**src/rtl/mem_stage.sv**
```systemverilog
// MEM stage: drives a request/grant/strobe bus for aligned word loads
// and stores, and registers the stage outputs toward write-back.
module mem_stage #(
  parameter logic [2:0] EXP_MISALIGN = 3'h4
) (
  input  logic        cpu_clk,
  input  logic        cpu_rst,
  input  logic        stall,
  input  logic        flush,
  input  logic [29:0] ex_pc,
  input  logic        ex_en,
  input  logic        ex_br_flag,
  input  logic [1:0]  ex_mem_op,
  input  logic [31:0] ex_mem_wdata,
  input  logic [1:0]  ex_ctrl_op,
  input  logic [4:0]  ex_dst_addr,
  input  logic        ex_gpr_wen,
  input  logic [2:0]  ex_exp_code,
  input  logic [31:0] ex_out,
  output logic        bus_req,
  input  logic        bus_grnt,
  output logic        bus_as,
  output logic        bus_rw,
  output logic [29:0] bus_addr,
  output logic [31:0] bus_wdata,
  input  logic [31:0] bus_rdata,
  input  logic        bus_rdy,
  output logic        busy,
  output logic [29:0] mem_pc,
  output logic        mem_en,
  output logic        mem_br_flag,
  output logic [1:0]  mem_ctrl_op,
  output logic [4:0]  mem_dst_addr,
  output logic        mem_gpr_wen,
  output logic [2:0]  mem_exp_code,
  output logic [31:0] mem_out
);

  typedef enum logic [1:0] {IDLE, REQ, ACCESS, WAIT} state_t;

  state_t      state_q, state_d;
  logic [31:0] rd_buf_q, rd_buf_d;
  logic        discard_q, discard_d;
  logic [29:0] addr_q, addr_d;
  logic        rw_q, rw_d;
  logic [31:0] wdata_q, wdata_d;

  logic [29:0] pc_q, pc_d;
  logic        en_q, en_d;
  logic        br_q, br_d;
  logic [1:0]  ctrl_q, ctrl_d;
  logic [4:0]  dst_q, dst_d;
  logic        wen_q, wen_d;
  logic [2:0]  exp_q, exp_d;
  logic [31:0] out_q, out_d;

  logic is_ls;
  logic is_load;
  logic aligned;
  logic pending;
  logic upd;

  always_comb begin
    is_ls   = (ex_mem_op == 2'd1) || (ex_mem_op == 2'd2);
    is_load = (ex_mem_op == 2'd1);
    aligned = (ex_out[1:0] == 2'b00);
    pending = ex_en && is_ls && (ex_exp_code == 3'd0)
              && aligned && !flush;

    state_d   = state_q;
    rd_buf_d  = rd_buf_q;
    discard_d = discard_q;
    addr_d    = addr_q;
    rw_d      = rw_q;
    wdata_d   = wdata_q;
    bus_req   = 1'b0;
    bus_as    = 1'b0;
    bus_rw    = 1'b0;
    bus_addr  = '0;
    bus_wdata = '0;
    busy      = 1'b0;

    unique case (state_q)
      IDLE: begin
        if (pending) begin
          bus_req = 1'b1;
          busy    = 1'b1;
          state_d = REQ;
        end
      end
      REQ: begin
        bus_req = 1'b1;
        busy    = 1'b1;
        if (flush) begin
          state_d = IDLE;
        end else if (bus_grnt) begin
          bus_as    = 1'b1;
          bus_addr  = ex_out[31:2];
          bus_rw    = is_load;
          bus_wdata = ex_mem_wdata;
          addr_d    = ex_out[31:2];
          rw_d      = is_load;
          wdata_d   = ex_mem_wdata;
          state_d   = ACCESS;
        end
      end
      ACCESS: begin
        bus_req   = 1'b1;
        busy      = 1'b1;
        bus_addr  = addr_q;
        bus_rw    = rw_q;
        bus_wdata = wdata_q;
        // A flush cannot abort an in-flight transfer; drop it later.
        if (flush) discard_d = 1'b1;
        if (bus_rdy) begin
          rd_buf_d = bus_rdata;
          state_d  = WAIT;
        end
      end
      WAIT: begin
        if (!stall) begin
          discard_d = 1'b0;
          state_d   = IDLE;
        end
      end
      default: state_d = IDLE;
    endcase
  end

  always_comb begin
    upd    = !stall && !busy;
    pc_d   = pc_q;
    en_d   = en_q;
    br_d   = br_q;
    ctrl_d = ctrl_q;
    dst_d  = dst_q;
    wen_d  = wen_q;
    exp_d  = exp_q;
    out_d  = out_q;
    if (upd) begin
      pc_d   = ex_pc;
      en_d   = ex_en;
      br_d   = ex_br_flag;
      ctrl_d = ex_ctrl_op;
      dst_d  = ex_dst_addr;
      wen_d  = ex_gpr_wen;
      exp_d  = ex_exp_code;
      out_d  = ex_out;
      if (flush || discard_q) begin
        pc_d   = '0;
        en_d   = 1'b0;
        br_d   = 1'b0;
        ctrl_d = '0;
        dst_d  = '0;
        wen_d  = 1'b0;
        exp_d  = '0;
        out_d  = '0;
      end else if (ex_exp_code != 3'd0) begin
        ctrl_d = '0;
        dst_d  = '0;
        wen_d  = 1'b0;
        out_d  = '0;
      end else if (ex_en && is_ls && !aligned) begin
        ctrl_d = '0;
        dst_d  = '0;
        wen_d  = 1'b0;
        exp_d  = EXP_MISALIGN;
        out_d  = '0;
      end else if (is_load) begin
        out_d = rd_buf_q;
      end
    end
  end

  always_ff @(posedge cpu_clk) begin
    if (cpu_rst) begin
      state_q   <= IDLE;
      rd_buf_q  <= '0;
      discard_q <= 1'b0;
      addr_q    <= '0;
      rw_q      <= 1'b0;
      wdata_q   <= '0;
      pc_q      <= '0;
      en_q      <= 1'b0;
      br_q      <= 1'b0;
      ctrl_q    <= '0;
      dst_q     <= '0;
      wen_q     <= 1'b0;
      exp_q     <= '0;
      out_q     <= '0;
    end else begin
      state_q   <= state_d;
      rd_buf_q  <= rd_buf_d;
      discard_q <= discard_d;
      addr_q    <= addr_d;
      rw_q      <= rw_d;
      wdata_q   <= wdata_d;
      pc_q      <= pc_d;
      en_q      <= en_d;
      br_q      <= br_d;
      ctrl_q    <= ctrl_d;
      dst_q     <= dst_d;
      wen_q     <= wen_d;
      exp_q     <= exp_d;
      out_q     <= out_d;
    end
  end

  assign mem_pc       = pc_q;
  assign mem_en       = en_q;
  assign mem_br_flag  = br_q;
  assign mem_ctrl_op  = ctrl_q;
  assign mem_dst_addr = dst_q;
  assign mem_gpr_wen  = wen_q;
  assign mem_exp_code = exp_q;
  assign mem_out      = out_q;

endmodule
```
**config.mk**
```make
export PLATFORM = sky130hd
export DESIGN_NAME = mem_stage
export DESIGN_NICKNAME = d
export VERILOG_FILES = /design/src/rtl/mem_stage.sv
export SDC_FILE = /design/constraint.sdc
export NUM_CORES = 1
export LEC_CHECK = 0
export ABC_AREA = 1
export BUFFER_PORTS_ARGS = -buffer_cell sky130_fd_sc_hd__buf_2
export CAP_MARGIN = 40
export CORE_UTILIZATION = 45
export DETAILED_ROUTE_END_ITERATION = 8
export PLACE_DENSITY = 0.77
export SETUP_SLACK_MARGIN = 0.5
export SYNTH_ARGS = -nofsm -noshare
export SYNTH_HDL_FRONTEND = slang
export SYNTH_SLANG_ARGS = --single-unit
```
**constraint.sdc**
```tcl
create_clock -name cpu_clk -period 1.75 [get_ports cpu_clk]
set_input_delay 0.2625 -clock cpu_clk [delete_from_list [all_inputs] [get_ports cpu_clk]]
set_output_delay 0.2625 -clock cpu_clk [all_outputs]
set_load 0.05 [all_outputs]
```
* Word-level counts from Yosys, hierarchy flattened
Cells that the tools add are included.
Storage, ports and cells: register bits 173, bits in latches 0, RAM bits 0, memory bits (read-only) 0, input port bits 147, logic and storage cells 89, memories 0
Operators by class: add/subtract/negate cells 0, $mul 0, div/mod/pow operators 0, magnitude comparators 0, equality and inequality tests 10, shifts and indexed selects 0, muxes and demuxes 42, bitwise logic cells 1, reduce and logical (&&, ||, !) cells 22
Operators with widths (number):
- 32-bit two-way mux | 6
- 30-bit two-way mux | 3
- 32-bit one-hot mux with 2 select lines | 1
- 30-bit one-hot mux with 2 select lines | 1
- 2-bit two-way mux | 8
- 5-bit two-way mux | 3
- 1-bit two-way mux | 13
- 3-bit two-way mux | 3
- 2-bit inequality test (second input constant) | 4
- 2-bit one-hot mux with 4 select lines | 1
- 2-bit == test (second input constant) | 3
- 1-bit logical AND | 6
- 1-bit one-hot mux with 2 select lines | 3
- 3-bit AND reduction | 2
- 2-bit by 1-bit == test with 1-bit output (second input constant) | 2
- 1-bit zero test | 4
- 2-bit zero test | 2
- 4-bit AND reduction | 1
- 3-bit zero test | 1
- 3-bit inequality test (second input constant) | 1
- 3-bit nonzero test | 1
- 1-bit logical OR | 2
- 2-bit AND reduction | 1
- 2-bit nonzero test | 1
- other kinds (2) | 2

* Depth between registers and ports, before layout
Gate-level depths: netlist of the first run.
word-level depth 10, depth in mapped cells 13

* Worst setup path after synthesis of the first run
OpenSTA, ideal clock, no wires.
path kind register to output, start reg state_q[0], end out bus_wdata[22], arrival time 2168 ps, data required time 1487 ps, path slack -680 ps, stages on the path, launching flop included 8, path buffers 2, path through dfxtp_1 -> ha_1 -> nand2_1 -> nor2_1 -> buf_2 -> buf_2 -> nand2_1 -> a21oi_1
On the way: longest elaborated chain between the ends 2, elaborated cells on any way between the ends 3, classes of those cells eq/ne: 2; mux: 1
RTL lines:
- start, declared | line 41 | state_t state_q, state_d;
- start signal, assigned | line 192 | state_q <= state_d;
- 2-bit == test / 2-bit by 1-bit == test with 1-bit output (equally long branches) | line 83 | unique case (state_q)
- 32-bit one-hot mux with 2 select lines (*) | line 83
- end, declared | line 25 | output logic [31:0] bus_wdata,
Every way passes the cells marked *; elsewhere a longest branch is shown, timed or not.

==> impl_metrics.json, run 1 <==
{
  "status": "finished with violations",
  "violations": "design-rule violations, negative setup slack",
  "max_freq_mhz": 449,
  "drcViolationCount": 2,
  "synth_xor_area_share_pct": 0,
  "slew_headroom_pct": 55.6,
  "synthAdderAreaFrac_pct": 0.947,
  "skew_ps": 14.8,
  "post-route-min-period_ps": 2230,
  "p_leak_uw": 0.00610,
  "multi_input_area_um2": 5640,
  "final-seq-area_um2": 3470,
  "track_usage_pct": 32.0,
  "drive_gt1_share_pct": 48.5,
  "timing.final.ws_setup_ps": -476,
  "grt-ovfl-total": 0,
  "setup_violations": 144,
  "ys_warn_count": 0,
  "synth_top_cell_by_area": "dfxtp_1",
  "path_max_fanout": 8,
  "r2r_end": "mem_out[24]",
  "ys_ff_latch": 173,
  "critPathKind": "reg2out",
  "start_util_pct": 46.0,
  "die_w_um": 135,
  "synthSimpleGateAreaFrac_pct": 33.5,
  "drtAntennaViolNets": 0,
  "dr.pass1.iters": 7,
  "worst-r2r-cell-count": 14,
  "grt_max_degree": 99,
  "drt_iter0_drc": 903,
  "timing.final.crit_share_pct": 127,
  "fin_cells": 1809,
  "seq_area_frac_synth_pct": 43.7,
  "tightest_slew_ps": 667,
  "gp_congestion": 0.838,
  "synth_top_family_by_area": "simple AND/OR/NAND/NOR gates",
  "worstHoldStart": "bus_rdata[10]",
  "dpl_cell_area_um2": 11000,
  "stdcell_area_um2": 14200,
  "clk_pin_slew_ps": 70,
  "grt_pass1_vias": 9015,
  "postCtsHoldBufs": 0,
  "rows": 48,
  "dp_hpwl_um": 18000,
  "synth_compound_area_share_pct": 15.0,
  "dp_cells": 1714,
  "power_uw": 16500,
  "area_growth_pct": 78.7,
  "port_buffers": 287,
  "powerDensity_nw_per_um2": 1160,
  "rsz0062_at_grt": "yes",
  "cp.arrival_ps": 1960,
  "cap_violations": 0,
  "holdPathEnd": "rd_buf_q[10]",
  "cts-root-buf": "clkbuf_16",
  "start_kind": "register",
  "setup_tns_ps": -46790,
  "vias": 9911,
  "wire_per_inst_um": 18.4,
  "synth.area.top_cells": "dfxtp_1, nand2_1, a21oi_1",
  "synthMuxAreaShare_pct": 0,
  "clock_sink_count": 173,
  "synth.avg_cell_area_um2": 6.49,
  "netlist_instances": 1221,
  "drv_slew": 0,
  "fillCellCount": 1027,
  "io_pins": 288,
  "holdCritPathClass": "in2reg",
  "synth_nets": 1374,
  "syn_area_um2": 7930,
  "worstPathRequired_ps": 1490,
  "synth_cell_types": 21,
  "antenna_found_initial": 9,
  "cts_tree": "built",
  "fp.dieH_um": 135,
  "avgViaCountPerCell": 5.48,
  "ir_drop_mv": 0.890,
  "end_kind": "primary output",
  "routed_wl_um": 33200,
  "cts_buffer_depth": 2,
  "htree_num_levels": 4,
  "fp.dieArea_um2": 18200,
  "netlist.area_leader.share_pct": 43.7,
  "core_area_um2": 17200,
  "clock_latency_ps": 440,
  "numCtsBuffers": 17,
  "nNetsFinal": 1721,
  "grt_first_pass_wirelength_um": 45500,
  "hold_viol": 0,
  "min_path_cells": 3,
  "ff2ff_setup_slack_ps": -330
}
[cell usage after synthesis]
| master | count |
|---|---|
| nand2_2 | 1 |
| buf_2 | 19 |
| clkinv_1 | 1 |
| a21oi_1 | 199 |
| nor3_4 | 1 |
| ha_1 | 6 |
| dfxtp_1 | 173 |
| inv_1 | 28 |
| o21ai_0 | 38 |
| or2_1 | 1 |
| nand4_2 | 1 |
| clkbuf_1 | 57 |
| nand2_1 | 442 |
| nor2_2 | 1 |
| buf_6 | 4 |
| nor2_1 | 162 |
| inv_2 | 4 |
| nand3_1 | 68 |
| buf_1 | 10 |
| nor3_1 | 1 |
| buf_4 | 4 |
[through the flow]
step                      setup slack (ps)  utilization, %  hold slack [ps]
after global placement                -119            63.6              447
after detailed placement              -191            63.6              451
after floorplan                       -141               -              428
final                                 -476            82.2             54.2
after CTS                             -429            75.2             55.6
after global routing                  -535            82.2             75.4
[repair_timing]
item | 4_1_cts | 5_1_grt
pin swaps | 32 | 37
cloned | 14 | 18
buffers inserted | 12 | 16
endpoints found under the setup margin | 314 | 314
gates resized for setup | 264 | 179
[cells in the final DEF (no fill, tap or decap), types with 9 or more instances in the layout]
cell type	count
buf_6	64
nand3_2	43
nor2_2	25
buf_16	16
nand3_1	22
buf_12	29
a21oi_4	65
nand2_1	363
nor2_4	9
o21ai_2	12
dfxtp_1	171
nand2_4	18
inv_1	20
o21ai_1	11
a21oi_1	79
buf_8	26
a21oi_2	55
clkbuf_16	31
nand2_2	61
buf_2	221
o21ai_0	15
nor2_1	129
buf_4	50
[worst max path at each step]
stage / end / slack (ps) / depth (start not counted)
after floorplan: busy / -140 / 9
after detailed placement: mem_out[6] / -190 / 13
final: bus_addr[15] / -480 / 7
after CTS: bus_addr[13] / -430 / 9
after global placement: mem_out[24] / -120 / 13
after global routing: bus_addr[13] / -540 / 9
[registers in the layout, indices dropped and copies added, names as in the netlist, 2 cells and up, named ones only]
register,cells
addr_q,30
mem_ctrl_op,2
mem_dst_addr,5
mem_exp_code,3
mem_out,32
mem_pc,30
rd_buf_q,32
wdata_q,32
[per-layer routing]
metal  wire length [um]  vias up  track usage [%]
li1                   -     4604                -
met1              12400     4690             37.0
met2              16700      496             54.6
met4               1580        6             17.3
met3               2430      115             7.58
met5                 43        -                0
[critical path, cell delays in order (launching register included)]
cell	delay [ps]
dfxtp_2	340
inv_2	50
buf_4	140
ha_4	290
clkinv_8	70
bufbuf_16	290
a21oi_2	150
buf_6	180
[power breakdown]
group | internal [uW] | total [uW] | switching [uW] | leakage [uW]
Sequential | 4380 | 4680 | 300 | 0.00141
Clock | 2120 | 3900 | 1770 | 0.000283
Combinational | 3330 | 7900 | 4570 | 0.00441
Total | 9840 | 16500 | 6640 | 0.00610
[cells by family (layout without fill, tap and decap cells)]
group	after synthesis	count (layout)
AOI/OAI and AO/OA	237	237
adders and majority gates	6	6
buffers and inverters	127	487
DFF	173	173
other	0	3
and+or+nand+nor	678	678
[cell type report]
| type | instances | area share, % |
|---|---|---|
| multi-input cells | 921 | 39.8 |
| repair buffers | 422 | 28.4 |
| flip-flops and latches | 173 | 24.5 |
| clock buffers | 17 | 3.00 |
| well taps | 225 | 1.99 |
| inverters | 33 | 1.19 |
| clock inverters | 15 | 1.11 |
| diodes | 3 | 0.0530 |
Note: power is estimated with default switching activity, not from simulation.
==> inputs of run 2 (changes only) <==
--- a/config.mk
+++ b/config.mk
@@ -6,11 +6,11 @@
 export NUM_CORES = 1
 export LEC_CHECK = 0
 export ABC_AREA = 1
-export BUFFER_PORTS_ARGS = -buffer_cell sky130_fd_sc_hd__buf_2
 export CAP_MARGIN = 40
-export CORE_UTILIZATION = 45
+export CORE_UTILIZATION = 57
 export DETAILED_ROUTE_END_ITERATION = 8
-export PLACE_DENSITY = 0.77
+export DONT_BUFFER_PORTS = 1
+export PLACE_DENSITY = 0.75
 export SETUP_SLACK_MARGIN = 0.5
 export SYNTH_ARGS = -nofsm -noshare
 export SYNTH_HDL_FRONTEND = slang
==> constraint.sdc (replaced) <==
create_clock -name cpu_clk -period 1.92 [get_ports cpu_clk]
set_input_delay 0.288 -clock cpu_clk [delete_from_list [all_inputs] [get_ports cpu_clk]]
set_output_delay 0.288 -clock cpu_clk [all_outputs]
set_load 0.05 [all_outputs]
==> impl_metrics.json, run 2 <==
{
  "clock_sink_count": 173,
  "synth_common_cells": "nand2_1, a21oi_1, dfxtp_1",
  "cts_buffer_depth": 2,
  "htree_num_levels": 4,
  "ys_ff_latch": 173,
  "worstEndpointGrtRepair": "bus_addr[19]",
  "io_pins": 288,
  "seq_area_frac_synth_pct": 43.7,
  "synth_top_cell_by_area": "dfxtp_1",
  "ys.flop_type": "dfxtp_1",
  "die_w_um": 120,
  "netlist_instances": 1221,
  "gp_congestion": 0.854,
  "haltStage": "5_1_grt",
  "status": "aborted with a tool error",
  "synth.avg_cell_area_um2": 6.49,
  "synth_cell_types": 21,
  "grt_max_degree": 66,
  "async_flop_share_pct": 0,
  "dp_hpwl_um": 17300,
  "worst_endpoint_kind": "primary output",
  "synth_edf_count": 0,
  "stop_error": "[ERROR DPL-0038] Utilization greater than 100%, impossible to legalize",
  "dp_slack_ps": 71.1,
  "fp.dieH_um": 120,
  "port_buffers": 0,
  "synth_nets": 1374,
  "cts-root-buf": "clkbuf_16",
  "numCtsBuffers": 17,
  "netlist.area_leader.share_pct": 43.7,
  "syn_area_um2": 7930,
  "ys_warn_count": 0,
  "synth.area.top_cells": "dfxtp_1, nand2_1, a21oi_1",
  "start_util_pct": 59.2,
  "rows": 42,
  "yosysMostFrequentCell": "nand2_1"
}
-- run 2: logic make-up after synthesis --
group	after synthesis	synth area share, %
simple gates	678	33.5
buf+inv	127	6.88
compound gates	237	15.0
flops	173	43.7
fa+ha+maj	6	0.947
-- run 2: through the flow --
step	hold slack (ps)	setup TNS, ps	std cells	area (um2)	utilization (%)
after detailed placement	364	0	1399	10400	77.5
after CTS	-90.0	-18080	1476	12500	93.1
after floorplan	440	-16.4	1221	9000	-
after global placement	363	0	1399	10400	77.5
-- run 2: timing repair --
action / in CTS
hold endpoints to repair: 64
pin swaps: 54
setup buffers: 21
gates cloned: 25
resized for setup: 160
setup endpoints to repair: 238
==> inputs of run 3 (changes only) <==
--- a/config.mk
+++ b/config.mk
@@ -7,11 +7,10 @@
 export LEC_CHECK = 0
 export ABC_AREA = 1
 export CAP_MARGIN = 40
-export CORE_UTILIZATION = 57
+export CORE_UTILIZATION = 40
 export DETAILED_ROUTE_END_ITERATION = 8
 export DONT_BUFFER_PORTS = 1
-export PLACE_DENSITY = 0.75
-export SETUP_SLACK_MARGIN = 0.5
+export PLACE_DENSITY_LB_ADDON = 0.15
 export SYNTH_ARGS = -nofsm -noshare
 export SYNTH_HDL_FRONTEND = slang
 export SYNTH_SLANG_ARGS = --single-unit
==> constraint.sdc (replaced) <==
create_clock -name cpu_clk -period 2.5 [get_ports cpu_clk]
set_input_delay 0.375 -clock cpu_clk [delete_from_list [all_inputs] [get_ports cpu_clk]]
set_output_delay 0.375 -clock cpu_clk [all_outputs]
set_load 0.05 [all_outputs]
==> impl_metrics.json, run 3 (same netlist as run 1, synthesis figures left out) <==
{
  "clock_latency_ps": 420,
  "slew_headroom_pct": 62.1,
  "grt_max_degree": 64,
  "dp_slack_ps": 400,
  "clockPowerShare_pct": 30.9,
  "dr.pass1.iters": 5,
  "post-route-min-period_ps": 2400,
  "powerDensity_nw_per_um2": 894,
  "power_uw": 8350,
  "dpl_cell_area_um2": 8650,
  "start_kind": "register",
  "p_switching_uw": 3310,
  "timing.final.crit_share_pct": 96.2,
  "power.internal_uw": 5040,
  "slowest_delay_ps": 350,
  "cts-root-buf": "clkbuf_16",
  "end_kind": "primary output",
  "grt-ovfl-total": 0,
  "layout_common_cells": "nand2_1, a21oi_1, dfxtp_1, nor2_1, buf_4",
  "core_area_um2": 19500,
  "fillCellCount": 2089,
  "holdCritPathClass": "in2reg",
  "setup_violations": 0,
  "stdcell_area_um2": 9340,
  "drt_iter0_drc": 366,
  "drv_slew": 0,
  "wl_met3_um": 1870,
  "gp_congestion": 0.803,
  "setup_tns_ps": 0,
  "ir_drop_mv": 0.437,
  "drive_gt1_share_pct": 12.0,
  "p_leak_uw": 0.00378,
  "io_pins": 288,
  "numCtsBuffers": 17,
  "dp_hpwl_um": 15900,
  "fp.dieArea_um2": 20400,
  "grt_pass1_vias": 6371,
  "avgViaCountPerCell": 4.96,
  "timing.final.ws_setup_ps": 96.2,
  "start_util_pct": 40.7,
  "swShare_pct": 39.6,
  "routed_wl_um": 23200,
  "cap_violations": 0,
  "cts_buffer_depth": 2,
  "path_max_fanout": 16,
  "antenna_found_initial": 3,
  "whs_ps": 37.1,
  "status": "finished clean",
  "fp.dieH_um": 143,
  "tightest_slew_ps": 567,
  "crit_chain": "inv_2 > ha_2 > nand2_2 > nor2_4 > buf_12 > clkbuf_16 > nand2_1 > a21oi_1 > buf_4",
  "worstPathRequired_ps": 2120,
  "worst_path_max_delay_cell": "dfxtp_2",
  "skew_ps": 8.96,
  "rsz0062_at_grt": "no",
  "rows": 51,
  "cts_tree": "built",
  "cp.arrival_ps": 2030,
  "clock_sink_count": 173,
  "clk_pin_slew_ps": 70,
  "final_common_cell": "nand2_1",
  "pwr-share-seq_pct": 48.4,
  "area_growth_pct": 17.8,
  "critPathKind": "reg2out",
  "maxUsedRoutingLayer": "met5",
  "track_usage_pct": 21.8,
  "m1WireLength_um": 9770,
  "wire_per_inst_um": 15.3,
  "max_freq_mhz": 416,
  "pwr-share-comb_pct": 20.7,
  "vias": 7540,
  "port_buffers": 0,
  "met2_length_um": 11200,
  "die_w_um": 143,
  "grt_first_pass_wirelength_um": 34400,
  "drtAntennaViolNets": 0,
  "drcViolationCount": 0,
  "nNetsFinal": 1394,
  "htree_num_levels": 4,
  "hold_viol": 0
}
==> run 3: path summary, 6_finish.rpt <==
| path | to | slack, ps | cells past startpoint | start |
|---|---|---|---|---|
| max | bus_addr[23] | 100 | 9 | register |
| min | addr_q[4] | 40 | 1 | cpu_rst |
| max reg2reg | wdata_q[19] | 580 | 10 | register |
| min reg2reg | addr_q[4] | 460 | 2 | addr_q[4] |
==> run 3: power groups by stage <==
stage          registers, uW  clock network (uW)  logic (uW)
2_1_floorplan           4030                   0        1420
3_3_place_gp            4100                   0        1690
3_5_place_dp            4110                   0        1700
4_1_cts                 4040                2640        1720
5_1_grt                 4080                2780        1970
6_report                4040                2580        1730
==> run 3: per-stage QoR <==
step | instances | util (%)
after floorplan | 1221 | -
after global placement | 1478 | 44.2
after detailed placement | 1480 | 44.4
after CTS | 1513 | 47.5
after global routing | 1519 | 48.0
final | 1520 | 48.0
==> run 3: cell type report <==
cell class / count / area (um2) / area share, %
Sequential cell: 173 / 3470 / 37.1
Antenna cell: 2 / 5.00 / 0.0536
Timing Repair Buffer: 95 / 857 / 9.18
Clock buffer: 19 / 453 / 4.85
Tap cell: 265 / 332 / 3.55
Inverter: 33 / 128 / 1.37
Multi-Input combinational cell: 921 / 3980 / 42.7
Clock inverter: 12 / 115 / 1.23
==> run 3: critical path: cells and delay by family, from the launching register on <==
family	cells	cell delay [ps]
buffers and inverters	4	590
AND/OR/NAND/NOR	3	350
flip-flops	1	350
adder cells (fa/ha/maj)	1	160
AO/OA/AOI/OAI	1	150
==> run 3: metal layers <==
| layer | up-vias | track usage [%] |
|---|---|---|
| met1 | 3382 | 26.3 |
| met5 | - | 0 |
| li1 | 3931 | - |
| met3 | 25 | 7.08 |
| met2 | 200 | 36.6 |
| met4 | 2 | 6.96 |
==> run 3: timing repair <==
action / CTS / global route
hold buffers: 1 / 2
endpoints found under the hold margin: 4 / 2
gates cloned: 0 / 1
resized for setup: 1 / 9
buffers inserted: 1 / 2
pin swaps: 1 / 2
endpoints found under the setup margin: 28 / 46
